### src/rtl/magic_seq.sv
// Microprogrammed MAGIC crossbar sequencer: walks a NOR/NOT gate list and issues INIT/EVAL commands.
// Define MAGIC_BATCH_INIT_EN to issue every output INIT back-to-back up front instead of per gate.
module magic_seq #(
  parameter int N_GATES    = 16,
  parameter int COL_W      = 4,
  parameter int SETTLE_CYC = 2
) (
  input  logic                       clk,
  input  logic                       rst_n,
  input  logic                       prog_we,
  input  logic [$clog2(N_GATES)-1:0] prog_addr,
  input  logic [3*COL_W:0]           prog_data,
  input  logic [$clog2(N_GATES):0]   prog_len,
  input  logic                       start,
  output logic                       busy,
  output logic                       done,
  output logic                       err,
  output logic                       xb_valid,
  input  logic                       xb_ready,
  output logic [1:0]                 xb_cmd,
  output logic [COL_W-1:0]           xb_in1,
  output logic [COL_W-1:0]           xb_in2,
  output logic [COL_W-1:0]           xb_out
);
  localparam int IW = $clog2(N_GATES);
  localparam int CW = (SETTLE_CYC > 1) ? $clog2(SETTLE_CYC) : 1;
  localparam logic [IW:0]   LEN_MAX  = (IW+1)'(N_GATES);
  localparam logic [CW-1:0] CNT_LAST = CW'(SETTLE_CYC - 1);

  typedef enum logic [2:0] {
    S_IDLE, S_INIT, S_WAIT_I, S_EVAL, S_WAIT_E, S_DONE
  } state_t;

  state_t           state_q, state_d;
  logic [IW-1:0]    idx_q, idx_d;
  logic [IW:0]      len_q, len_d;
  logic [CW-1:0]    cnt_q, cnt_d;
  logic             err_q, err_d;
  logic [3*COL_W:0] store_q [N_GATES];
  logic             g_op;
  logic [COL_W-1:0] g_in1, g_in2, g_out;
  logic             last, settled;

  assign {g_op, g_in1, g_in2, g_out} = store_q[idx_q];
  assign last    = ({1'b0, idx_q} + {{IW{1'b0}}, 1'b1}) == len_q;
  assign settled = (cnt_q == CNT_LAST);
  assign err     = err_q;

  // Program store is plain storage: writes only land while the sequencer is not running.
  always_ff @(posedge clk) begin
    if (prog_we && !busy) store_q[prog_addr] <= prog_data;
  end

  always_ff @(posedge clk or negedge rst_n) begin
    if (!rst_n) begin
      state_q <= S_IDLE;
      idx_q   <= '0;
      len_q   <= '0;
      cnt_q   <= '0;
      err_q   <= 1'b0;
    end else begin
      state_q <= state_d;
      idx_q   <= idx_d;
      len_q   <= len_d;
      cnt_q   <= cnt_d;
      err_q   <= err_d;
    end
  end

  always_comb begin
    state_d  = state_q;
    idx_d    = idx_q;
    len_d    = len_q;
    cnt_d    = cnt_q;
    busy     = 1'b0;
    done     = 1'b0;
    xb_valid = 1'b0;
    xb_cmd   = 2'b00;
    xb_in1   = '0;
    xb_in2   = '0;
    xb_out   = '0;
    unique case (state_q)
      S_IDLE: begin
        if (start) begin
          len_d   = (prog_len > LEN_MAX) ? LEN_MAX : prog_len;
          idx_d   = '0;
          cnt_d   = '0;
          state_d = (prog_len == '0) ? S_DONE : S_INIT;
        end
      end
      S_INIT: begin
        busy     = 1'b1;
        xb_valid = 1'b1;
        xb_cmd   = 2'b01;
        xb_out   = g_out;
        if (xb_ready) begin
`ifdef MAGIC_BATCH_INIT_EN
          if (last) begin
            idx_d   = '0;
            state_d = S_WAIT_I;
          end else begin
            idx_d   = idx_q + IW'(1);
          end
`else
          state_d = S_WAIT_I;
`endif
        end
      end
      S_WAIT_I: begin
        busy = 1'b1;
        if (settled) begin
          cnt_d   = '0;
          state_d = S_EVAL;
        end else begin
          cnt_d   = cnt_q + CW'(1);
        end
      end
      S_EVAL: begin
        busy     = 1'b1;
        xb_valid = 1'b1;
        xb_cmd   = g_op ? 2'b11 : 2'b10;
        xb_in1   = g_in1;
        xb_in2   = g_op ? '0 : g_in2;
        xb_out   = g_out;
        if (xb_ready) state_d = S_WAIT_E;
      end
      S_WAIT_E: begin
        busy = 1'b1;
        if (settled) begin
          cnt_d = '0;
          if (last) begin
            state_d = S_DONE;
          end else begin
            idx_d   = idx_q + IW'(1);
`ifdef MAGIC_BATCH_INIT_EN
            state_d = S_EVAL;
`else
            state_d = S_INIT;
`endif
          end
        end else begin
          cnt_d = cnt_q + CW'(1);
        end
      end
      S_DONE: begin
        done    = 1'b1;
        state_d = S_IDLE;
      end
      default: state_d = S_IDLE;
    endcase
    err_d = prog_we && busy;
  end
endmodule
### config.mk
export PLATFORM = sky130hd
export DESIGN_NAME = magic_seq
export DESIGN_NICKNAME = d
export VERILOG_FILES = /design/src/rtl/magic_seq.sv
export SDC_FILE = /design/constraint.sdc
export NUM_CORES = 1
export LEC_CHECK = 0
export ABC_AREA = 1
export CAP_MARGIN = 40
export CELL_PAD_IN_SITES_DETAIL_PLACEMENT = 2
export CELL_PAD_IN_SITES_GLOBAL_PLACEMENT = 2
export CORE_MARGIN = 2
export CORE_UTILIZATION = 41
export CTS_CLUSTER_DIAMETER = 80
export CTS_CLUSTER_SIZE = 12
export DETAILED_ROUTE_END_ITERATION = 10
export GPL_ROUTABILITY_DRIVEN = 0
export PLACE_DENSITY = 0.81
export SLEW_MARGIN = 10
export SYNTH_ARGS = -nofsm -noshare
export SYNTH_HDL_FRONTEND = slang
export SYNTH_SLANG_ARGS = --single-unit
### constraint.sdc
create_clock -name clk -period 2.3 [get_ports clk]
set_input_delay 0.46 -clock clk [delete_from_list [all_inputs] [get_ports clk]]
set_output_delay 0.46 -clock clk [all_outputs]
set_load 0.01 [all_outputs]
==> key figures, run 1 <==
Run status
  • Outcome: complete, but fails checks
  • Violated checks: negative setup slack

Synth
  • Mapped Cells: 817
  • Mean Syn Cell Area: 11.3 µm²
  • Post-synthesis mux area share: 0%
  • YS warnings: 0
  • Compound-gate portion of the synthesized area: 8.25%
  • Seq cells post-synth: 222
  • Synth Area in Adders: 0.135%
  • Largest family of logic cells by synthesized area: simple AND/OR/NAND/NOR gates
  • Synth Flop Type: edfxtp_1
  • Post-synth cell types: 25
  • Post-synthesis simple-gate area fraction: around 16%
  • Syn Nets: 845
  • Synth Area in XOR/XNOR: 0%
  • Mapped cell area: 9270 µm²
  • Number of synthesized flops with an enable pin: 208
  • Sequential fraction of the synthesis area: between 70 and 80%
  • Fraction of registers with async set/reset: 6.31%

Critical path
  • Setup CP Type: reg2out
  • Crit path max-delay family: buffers and inverters
  • CP Data Arrival Time: 2520 ps
  • CP required: 1840 ps
  • Crit path buf inv count: 4
  • Flop-to-flop setup slack: -90 ps
  • Setup crit start kind: flop
  • Crit. End Element: primary output
  • Setup crit start: idx_q[0]$_DFFE_PN0P_
  • RR Endpoint: idx_q[0]$_DFFE_PN0P_
  • FF-to-FF Start: idx_q[0]$_DFFE_PN0P_
  • Critical Path Max Stage Delay: 570 ps
  • Crit path max fanout: 7
  • Worst reg2reg path depth: 12
  • Crit-path slowest cell: dfrtp_4
  • CP most frequent cell: nor2_1
  • Critical Path, Cell by Cell: buf_8, buf_4, clkbuf_16, nor2_1, nor2_1, o21ai_1, o211ai_1, nand3_1, a21oi_2, buf_2

Die
  • Initial Utilization: 41.3%
  • Core region area: 22400 µm²
  • Row count: 55
  • DIE HEIGHT: 154 µm
  • Die X: 154 µm
  • Top Ports: between 40 and 50
  • Die area: roughly 24000 µm²

Placed design
  • Placed Cells: around 1200
  • Setup slack at placement: -436 ps
  • Port buffer count: 44
  • Placed inst area: 10600 µm²
  • DP HPWL: between 20 and 25 mm

Route
  • Total Wirelength: between 40 and 50 mm
  • Remaining DRCs: 0
  • Antenna Nets Post-Route: 0
  • Wirelength per Cell: between 30 and 40 µm
  • Vias/cell: 6.03
  • DRT iter0 DRCs: 708
  • Drt pass-1 iters: 5
  • Vias after detailed routing: 7530

Timing
  • Fmax achieved: 0.336 GHz
  • Relative slew slack: roughly 46%
  • Post-layout min period: around 3000 ps
  • Fin. max-slew vios: 0
  • Unrepaired setup endpoints after global routing: true
  • Worst-Margin Slew: 812 ps
  • Period utilization: 129%
  • Final Hold Viols: 0
  • Setup violations, final: 25
  • Clock skew: 19.7 ps
  • Worst setup margin: -676 ps

Clocking
  • Worst-Skew Late Latency: 530 ps
  • H-tree levels: 1
  • CTS Root Cell: clkbuf_16
  • CTS sink cnt: 222
  • CTS max path bufs: 3
  • TritonCTS clock tree: built
  • Reg clk slew, reported paths: 70 ps
  • Hold Buf Count CTS: 0
  • Total CTS buffers: 22

Finish
  • Share of layout cells above drive strength 1: between 20% and 30%
  • Final Util: 53.8%
  • Final instance area: ~12000 µm²
  • Synthesis-to-layout area growth: 30.2%
  • # nets final: 975
  • Cell Count, Final, Fillers Out: 1248
  • N_diodes: 0

Pwr
  • Max VDD drop: 0.535 mV
  • Leak pwr: 4.42 nW
  • Final total power: 11.9 mW
  • PD cells: 990 nW/µm²

Global routing
  • Vias in the first global route: 8097
  • GR Overflow Total: 0
  • Initial antenna violation count: 0
  • Overall Global Routing Usage: 30.9%
  • Largest net degree at the start of global routing: 26
  • First-pass GRT wire length: roughly 54 mm

Worst hold path
  • Min-Delay Path Class: in2async

Job
  • Max cap viols: 0
-- registers in the layout, summed over array words and instances, names as in the netlist --
| name | flops |
|---|---|
| idx_q | 4 |
| cnt_q | 1 |
| len_q | 5 |
| state_q | 3 |
| store_q | 208 |
| err | 1 |
-- cell usage in the layout, fill, tap and decap left out, types with 5 or more instances in the layout --
cell type,instances
inv_1,40
o21ai_0,47
dfrtp_1,12
edfxtp_1,208
o21ai_1,29
buf_6,12
clkbuf_16,26
nor2_2,30
nor2_1,128
buf_12,25
o22ai_1,8
buf_2,12
a21oi_2,13
nand3_1,48
nand3_2,14
o21ai_2,10
o211ai_1,19
clkdlybuf4s50_1,28
nand2_2,14
clkbuf_1,16
buf_4,56
a21oi_1,14
inv_2,5
nand2_1,112
nor2_4,15
-- stage by stage --
step,TNS (ps),hold slack (ps)
after floorplan,0,164
after global placement,-2330,486
after detailed placement,-4480,507
after CTS,-6090,386
after global routing,-12860,418
final,-7590,367
-- power breakdown --
part           total, mW  switching, mW  internal, mW
registers           4.74          0.142          4.59
logic               3.69           2.18          1.52
clock network       3.52           1.65          1.87
-- synth_stat cells, drive strengths merged (2+ instances only) --
library cell  number  area share [%]
nand2            126             5.2
nand3             63             3.7
dfrtp             14             3.8
inv               48             1.9
o21ai             86             4.6
nor3               2            0.11
o22ai              8            0.54
clkbuf            13            0.53
o211ai            19             1.5
a21oi             27             1.5
edfxtp           208              67
nor2             173             7.1
buf               27             1.8
-- per-layer routing --
metal  part of all wire [%]  global-route usage, %
met1                     39                   38.9
met2                     51                   53.8
met3                    5.6                   4.96
met4                    4.4                   12.1
met5                      0                      0
-- cell type report --
class | instances | area (µm²)
fill | 2141 | 10400
sequential | 222 | 6600
multi-input combinational | 507 | 2620
timing repair buffer | 146 | 1650
clock buffer | 39 | 636
tap | 285 | 357
inverter | 48 | 194
clock inverter | 1 | 8.76
-- how the worst max path moves through the flow --
stage,slack [ps],cells after the start,end
2_1_floorplan,240,8,store_q[0][0]$_DFFE_PP_
3_3_place_gp,-230,12,xb_in2[3]
3_5_place_dp,-440,9,xb_in1[0]
4_1_cts,-550,10,xb_in2[0]
5_1_grt,-740,10,xb_out[3]
6_report,-680,10,xb_out[3]
-- cell families (layout without fill, tap and decap cells) --
kind of cell | Yosys count | count (layout)
buf+inv | 88 | 234
compound gates | 141 | 141
fa+ha+maj | 1 | 1
simple gates | 365 | 365
flops | 222 | 222
-- repair_timing --
item                                    CTS  global route
cloned                                    5             4
setup buffers                             7            14
endpoints found under the setup margin   38           174
resized for setup                       124            99
pin swaps                                30            47
Note: power is estimated with default switching activity, not from simulation.
==> run 2, diff against run 1 <==
--- a/config.mk
+++ b/config.mk
@@ -11,7 +11,6 @@
 export CELL_PAD_IN_SITES_GLOBAL_PLACEMENT = 2
 export CORE_MARGIN = 2
 export CORE_UTILIZATION = 41
-export CTS_CLUSTER_DIAMETER = 80
 export CTS_CLUSTER_SIZE = 12
 export DETAILED_ROUTE_END_ITERATION = 10
 export GPL_ROUTABILITY_DRIVEN = 0
==> key figures, run 2 (synthesis gave the netlist of run 1 again) <==
Run status
  • Outcome: complete, but fails checks
  • Violated checks: negative setup slack

Timing
  • Final setup TNS: -9160 ps
  • Clock skew: 30.8 ps
  • Post-layout min period: 3150 ps
  • Final Hold Viols: 0
  • Fmax achieved: 0.318 GHz
  • Period utilization: 137%
  • Fin. max-slew vios: 0
  • Setup violations, final: 17
  • Worst-Margin Slew: 943 ps
  • Min Hold Slack: 331 ps
  • Unrepaired setup endpoints after global routing: true
  • Relative slew slack: 36.9%
  • Worst setup margin: -847 ps

Critical path
  • Crit path max-delay family: simple AND/OR/NAND/NOR gates
  • Crit path buf inv count: 5
  • CP Data Arrival Time: 2690 ps
  • Crit path max fanout: 6
  • Worst reg2reg path depth: 14
  • RR Endpoint: idx_q[2]$_DFFE_PN0P_
  • Crit. End Element: primary output
  • Setup CP Type: reg2out
  • Flop-to-flop setup slack: -30 ps
  • Critical Path, Cell by Cell: buf_12, inv_12, buf_8, buf_12, nand2_1, nand3_2, nand2_2, nor2_4, nand2_2, nand2_2, nand2_1, nor2_1, buf_2
  • CP required: 1840 ps
  • Crit-path slowest cell: dfrtp_4
  • Critical Path Max Stage Delay: 550 ps
  • CP most frequent cell: nand2_2
  • Setup crit start kind: flop
  • FF-to-FF Start: idx_q[0]$_DFFE_PN0P_

Finish
  • Final Util: a little under three fifths
  • Fillers: about 2000
  • Synthesis-to-layout area growth: 37.8%
  • Share of layout cells above drive strength 1: between 30% and 40%
  • Top Registers: store_q: 208 flops, len_q: 5 flops, idx_q: 4 flops
  • N_diodes: 0
  • Number of flip-flops under the largest register name: between 200 and 250
  • # nets final: between 900 and 1000
  • Commonest non-fill, non-tap cell in the layout: edfxtp_1
  • Largest register by flop count: store_q
  • Commonest cells after routing, fill and taps aside: 208 x edfxtp_1, 119 x nor2_1, 93 x nand2_1, 59 x buf_4, 38 x nand3_1

Global routing
  • Initial antenna violation count: 0
  • Largest net degree at the start of global routing: 21
  • Overall Global Routing Usage: 35.9%
  • Vias in the first global route: 8483
  • First-pass GRT wire length: 61.1 mm
  • GR Overflow Total: 0

Pwr
  • PD cells: 1070 nW/µm²
  • Leak pwr: 4.67 nW
  • Max VDD drop: between 0.6 and 0.7 mV

Die
  • Row count: 55
  • Top Ports: 45
  • Die X: roughly 150 µm
  • Initial Utilization: 41.3%
  • Die area: 23800 µm²
  • Core region area: 22400 µm²
  • DIE HEIGHT: ~150 µm

Placed design
  • Port buffer count: 44
  • DP HPWL: 21.7 mm

Job
  • Max cap viols: 0

Route
  • Antenna Nets Post-Route: 0
  • Remaining DRCs: 0
  • Drt pass-1 iters: 5
  • Total Wirelength: approximately 47 mm
  • Vias after detailed routing: roughly 8000
  • Vias/cell: between 6 and 7
  • DRT iter0 DRCs: a little over 800
  • Wirelength per Cell: roughly 37 µm

Clocking
  • CTS max path bufs: 3
  • H-tree levels: 1
  • Reg clk slew, reported paths: 80 ps
  • Total CTS buffers: 25
  • CTS sink cnt: 222
  • Worst-Skew Late Latency: 560 ps
  • CTS Root Cell: clkbuf_16
  • Hold Buf Count CTS: 0
  • TritonCTS clock tree: built

Worst hold path
  • Min-Delay Path Class: in2async
## run 2: changes by cell type in the layout (fill, tap and decap cells not counted), sizes merged
| cell | previous run | this run |
|---|---|---|
| bufinv | 0 | 4 |
| clkbuf | 43 | 36 |
| clkinv | 1 | 7 |
| buf | 110 | 123 |
| inv | 47 | 49 |
| bufbuf | 1 | 2 |
| clkdlybuf4s15 | 1 | 0 |
| clkinvlp | 1 | 0 |
## run 2: repair_timing
item | CTS | global route
buffers inserted | 25 | 4
cloned | 11 | 1
hold endpoints to repair | 0 | 0
setup endpoints to repair | 22 | 109
pin swaps | 61 | 50
resized for setup | 210 | 125
## run 2: worst register-to-register path, cell delays in order (launching register included)
cell and delay, ps:
dfrtp_4 500, buf_12 170, inv_12 60, buf_12 130, buf_16 140, buf_6 120
buf_4 130, nor2_2 160, nand2_1 130, nand3_1 110, nand2_2 100, nand3_4 170
nand2_8 100, nand2_2 110, nand2_1 70
## run 2: area by class of cell
| type | instances | area, µm² | share of cell area [%] |
|---|---|---|---|
| Clock inverter | 12 | 159 | 1.24 |
| Timing Repair Buffer | 157 | 1900 | 14.8 |
| Multi-Input combinational cell | 507 | 2910 | 22.7 |
| Inverter | 48 | 198 | 1.55 |
| Clock buffer | 34 | 659 | 5.16 |
| Sequential cell | 222 | 6600 | 51.7 |
| Tap cell | 285 | 357 | 2.79 |
## run 2: how the worst max path moves through the flow
stage,start,endpoint,cells past startpoint
finish,idx_q[0]$_DFFE_PN0P_,xb_in2[2],13
global route,idx_q[0]$_DFFE_PN0P_,xb_in1[3],10
CTS,idx_q[0]$_DFFE_PN0P_,xb_in2[2],11
detailed placement,idx_q[0]$_DFFE_PN0P_,xb_in1[0],9
global placement,idx_q[0]$_DFFE_PN0P_,xb_in2[3],12
floorplan,state_q[1]$_DFFE_PN0P_,store_q[0][0]$_DFFE_PP_,8
## run 2: stage by stage
step | instance area [µm²] | std cells | power, mW | setup slack [ps]
floorplan | 9270 | 817 | 6.05 | 236
CTS | 12300 | 1260 | 12.7 | -531
detailed placement | 10600 | 1179 | 7.36 | -436
global route | 12800 | 1265 | 13.9 | -866
global placement | 10600 | 1179 | 7.12 | -228
finish | 12800 | 1265 | 13.6 | -847
## run 2: power breakdown
part | internal (mW) | switching (mW)
clock | 2.46 | 1.89
combinational | 1.88 | 2.65
sequential | 4.59 | 0.133
total | 8.94 | 4.68
## run 2: routing by layer
| metal | part of all wire, % | track usage (%) | wire, µm |
|---|---|---|---|
| met4 | 5.6 | 17.3 | 2610 |
| met2 | 49 | 61.1 | 23000 |
| met1 | 38 | 45.1 | 17800 |
| met5 | 0 | 0 | 0 |
| met3 | 7.3 | 5.94 | 3390 |
==> run 3, diff against run 2 <==
--- a/config.mk
+++ b/config.mk
@@ -7,14 +7,12 @@
 export LEC_CHECK = 0
 export ABC_AREA = 1
 export CAP_MARGIN = 40
-export CELL_PAD_IN_SITES_DETAIL_PLACEMENT = 2
-export CELL_PAD_IN_SITES_GLOBAL_PLACEMENT = 2
 export CORE_MARGIN = 2
-export CORE_UTILIZATION = 41
+export CORE_UTILIZATION = 43
 export CTS_CLUSTER_SIZE = 12
 export DETAILED_ROUTE_END_ITERATION = 10
 export GPL_ROUTABILITY_DRIVEN = 0
-export PLACE_DENSITY = 0.81
+export PLACE_DENSITY = 0.61
 export SLEW_MARGIN = 10
 export SYNTH_ARGS = -nofsm -noshare
 export SYNTH_HDL_FRONTEND = slang
==> key figures, run 3 (synthesis gave the netlist of run 1 again) <==
Clocking
  • Hold Buf Count CTS: 0
  • CTS max path bufs: 3
  • CTS Root Cell: clkbuf_16
  • TritonCTS clock tree: built
  • Worst-Skew Late Latency: 510 ps
  • Total CTS buffers: 24
  • H-tree levels: 1
  • Reg clk slew, reported paths: 60 ps
  • CTS sink cnt: 222

Placed design
  • DP HPWL: 15.1 mm
  • Placed inst area: 10500 µm²
  • Port buffer count: between 40 and 50
  • Setup slack at placement: -218 ps

Route
  • Vias/cell: 5.34
  • Antenna Nets Post-Route: 0
  • Remaining DRCs: 0
  • Drt pass-1 iters: 5
  • Vias after detailed routing: 6598
  • DRT iter0 DRCs: 610
  • Total Wirelength: 24.6 mm
  • Wirelength per Cell: about 20 µm

Critical path
  • Critical Path Max Stage Delay: 550 ps
  • Worst reg2reg path depth: 9
  • CP most frequent cell: nand2_1
  • RR Endpoint: store_q[12][7]$_DFFE_PP_
  • Crit path max fanout: 9
  • Setup CP Type: reg2out
  • Setup crit start kind: flop
  • Flop-to-flop setup slack: 130 ps
  • Crit. End Element: primary output
  • CP Data Arrival Time: 2170 ps
  • CP required: 1840 ps
  • Critical Path, Cell by Cell: clkinv_8, buf_12, nand2_1, nand3_1, nand2_1, nor2_1, nand2_1, nand2_2, clkinv_4, nand2_2, nor2_2, buf_2
  • Crit-path slowest cell: dfrtp_4
  • FF-to-FF Start: state_q[0]$_DFFE_PN0P_

Pwr
  • PD cells: 970 nW/µm²
  • Max VDD drop: 0.537 mV
  • Leak pwr: 4.47 nW

Timing
  • Min Hold Slack: 369 ps
  • Relative slew slack: 53.3%
  • Worst setup margin: -325 ps
  • Fin. max-slew vios: 0
  • Clock skew: 6.17 ps
  • Final Hold Viols: 0
  • Unrepaired setup endpoints after global routing: true
  • Post-layout min period: 2630 ps
  • Setup violations, final: 13
  • Period utilization: 114%
  • Fmax achieved: between 0.3 and 0.4 GHz
  • Worst-Margin Slew: ~700 ps

Finish
  • Final instance area: 12000 µm²
  • # nets final: 971
  • Fillers: between 1500 and 2000
  • Synthesis-to-layout area growth: 29.0%
  • Number of flip-flops under the largest register name: 208
  • Commonest non-fill, non-tap cell in the layout: edfxtp_1
  • N_diodes: 0
  • Largest register by flop count: store_q
  • Commonest cells after routing, fill and taps aside: 208 x edfxtp_1, 154 x nor2_1, 113 x nand2_1, 60 x buf_4, 53 x nand3_1
  • Top Registers: store_q: 208 flops, len_q: 5 flops, idx_q: 4 flops
  • Share of layout cells above drive strength 1: 22.2%

Die
  • Row count: 53
  • Core region area: 21100 µm²
  • Die area: 22700 µm²
  • Top Ports: 45
  • Die X: 151 µm
  • DIE HEIGHT: approximately 150 µm
  • Initial Utilization: 44.0%

Worst hold path
  • Min-Delay Path Class: in2async

Global routing
  • Overall Global Routing Usage: between 20% and 30%
  • First-pass GRT wire length: 36.4 mm
  • Vias in the first global route: 6226
  • Largest net degree at the start of global routing: 32
  • GR Overflow Total: 0
  • Initial antenna violation count: 0

Run status
  • Violated checks: negative setup slack
  • Outcome: complete, but fails checks

Job
  • Max cap viols: 0
[run 3: cell types whose count changed in the layout (fill, tap and decap cells not counted), moves of 13 or more]
cell / previous run / this run
nand3_1: 38 / 53
nand2_1: 93 / 113
nand3_2: 23 / 10
nor2_1: 119 / 154
o21ai_0: 33 / 52
nor2_4: 23 / 5
nor2_2: 31 / 14
nand2_2: 28 / 10
[run 3: routing by layer]
layer	GRT usage [%]	routed length, µm	vias up
met4	6.31	458	0
met1	31.4	10400	3193
li1	-	-	3116
met2	34.0	11900	263
met5	0	0	-
met3	2.89	1910	26
[run 3: metrics by stage]
step                total power, mW  TNS, ps  utilization, %  cells
finish                         11.6    -3730            56.7   1236
global route                   12.1    -4960            56.7   1236
CTS                            11.4    -3610            55.5   1229
detailed placement             7.07    -1930            49.9   1168
global placement               7.05    -1830            49.9   1168
floorplan                      6.05        0               -    817
[run 3: where the power goes]
| part | internal [mW] | leakage, nW | total [mW] | switching [mW] |
|---|---|---|---|---|
| combinational | 1.43 | 2.04 | 3.14 | 1.71 |
| sequential | 4.59 | 2.05 | 4.69 | 0.0930 |
| clock | 2.28 | 0.377 | 3.77 | 1.49 |
| total | 8.31 | 4.47 | 11.6 | 3.30 |
[run 3: critical path, delay by kind of cell (launching register included)]
| family | cells | cell delay, ps |
|---|---|---|
| buf+inv | 4 | 480 |
| simple gates | 8 | 610 |
| flops | 1 | 550 |
[run 3: final cells by class]
class                      instances  area [µm²]  area share [%]
clock inverter                     7        82.6           0.690
tap                              275         344            2.88
clock buffer                      37         691            5.77
sequential                       222        6600            55.2
inverter                          48         198            1.65
multi-input combinational        507        2480            20.8
timing repair buffer             140        1560            13.0
[run 3: worst max path at each step]
stage / startpoint / end / depth (start not counted)
2_1_floorplan: state_q[1]$_DFFE_PN0P_ / store_q[0][0]$_DFFE_PP_ / 8
3_3_place_gp: idx_q[0]$_DFFE_PN0P_ / xb_out[3] / 9
3_5_place_dp: idx_q[0]$_DFFE_PN0P_ / xb_out[3] / 9
4_1_cts: idx_q[0]$_DFFE_PN0P_ / xb_in2[1] / 10
5_1_grt: idx_q[0]$_DFFE_PN0P_ / xb_in1[3] / 10
6_report: idx_q[0]$_DFFE_PN0P_ / xb_in2[1] / 12
[run 3: repair_timing]
item,CTS,global route
cloned,7,5
gates resized for setup,123,52
buffers inserted,10,2
endpoints found under the hold margin,0,0
pin swaps,35,24
setup endpoints to repair,15,15
==> variant, RTL diff (flow settings as in run 1) <==
The parameter `COL_W` goes from 4 to 3.
--- a/src/rtl/magic_seq.sv
+++ b/src/rtl/magic_seq.sv
@@ -4,3 +4,3 @@
   parameter int N_GATES    = 16,
-  parameter int COL_W      = 4,
+  parameter int COL_W      = 3,
   parameter int SETTLE_CYC = 2
Ports: changed (resized prog_data, xb_in1, xb_in2 and xb_out); port bits go from 45 to 39. The function was not compared with the original's and may differ.
==> variant against run 1 <==
  * The flow still finishes with violations (negative setup slack)
  * Final area is 16% lower
  * Wire length is 6.0% lower
  * Sequential cell count is 48 lower
  * Total power is 14% lower
  * Synthesized area is 21% lower
  * Setup slack better by 0.11 ns
  * Non-clock buffer count is 4 lower
  * Via count is 14% lower
  * Combinational power is 6.5% lower
  * Cell count is 18% lower
  * Count of clock-buffer cells in the layout is 22 lower
  * Largest power group unchanged
==> variant: results (changes against run 1) <==
cells_and_area:
  nonClkBufAreaFrac_pct: 15.3  # was 13.7%
  clkbuf_count: 17  # was 39
  fraction_of_standard_cell_area_in_multi_input_logic_pct: 23.4  # was 21.7%
  final-clk-cell-share_pct: 5.72  # was 5.34%
  drive_gt1_share_pct: 33.1  # was 25.6%
pwr:
  power.ir.vdd_worst_v: 0.000552  # was 0.000535 V
logic_synthesis:
  nets_in_the_synthesized_netlist: 686  # was 845
  sequential_element_share_of_the_synthesized_area_pct: 70.3  # was 71.2%
  synth.distinct_cells: 28  # was 25
  synth_seq_cells: 174  # was 222
  number_of_enable_type_register_cells_in_the_synthesized_netlist: 160  # was 208
  synth-adder-area-share_pct: 0.171  # was 0.135%
  netlist_instances: 661  # was 817
clock_network:
  h-tree-depth: 4  # was 1
global_routing:
  grt_start_max_net_pins: 30  # was 26
  grt_pass1_wl_um: 49200  # was 53800 um
  number_of_global_route_vias_before_repair: 6949  # was 8097
timing:
  timing.clock.skew_ns: 0.0121  # was 0.0197 ns
  setup_viol: 12  # was 25
  final_critical_path_setup_slack_ns: -0.569  # was -0.676 ns
critical_path:
  worst_path_max_delay_cell: "dfrtp_2"  # was dfrtp_4
  critical-path-top-delay-family: "simple AND/OR/NAND/NOR gates"  # was buffers and inverters
routing:
  detailroute.via_count: 6476  # was 7530
  dr_wl_met3_um: 2580  # was 2260 um
  avgRoutedWirePerCell_um: 36.5  # was 32.1 um
  drt_iter0_markers: 537  # was 708
  met1_length_um: 13900  # was 15800 um
run_status:
  outcome: "finished with violations"  # unchanged
  violations: "negative setup slack"  # unchanged
place:
  post-dp-hpwl_um: 17800  # was 21700 um
  dp_slack_ns: -0.455  # was -0.436 ns
  buffer_ports.inserted: 38  # was 44
-- variant: layer usage --
metal / global-route usage (%) / vias up
met2: 65.5 / 419
met5: 0 / -
met1: 45.7 / 3321
met3: 6.95 / 174
li1: - / 2562
met4: 20.2 / 0
-- variant: worst paths after layout --
kind / slack, ns / endpoint / cells past startpoint / from
setup / recovery: -0.57 / xb_in2[2] / 12 / idx_q[0]
hold / removal: 0.45 / cnt_q / 1 / rst_n
setup reg to reg: -0.02 / idx_q[3] / 11 / idx_q[0]
hold reg to reg: 0.59 / cnt_q / 2 / cnt_q
max in group asynchronous: 1.33 / idx_q[1] / 1 / rst_n
min in group clk: 0.59 / cnt_q / 2 / cnt_q
-- variant: cells by family (layout without fill, tap and decap cells) --
group	after synthesis	after routing
simple gates	298	298
compound gates	114	114
flops	174	174
xor+xnor	1	1
fa+ha+maj	1	1
buf+inv	73	216
-- variant: power by group --
group / switching, mW / internal (mW)
combinational: 2.10 / 1.35
sequential: 0.134 / 3.61
clock: 1.52 / 1.53
total: 3.76 / 6.50
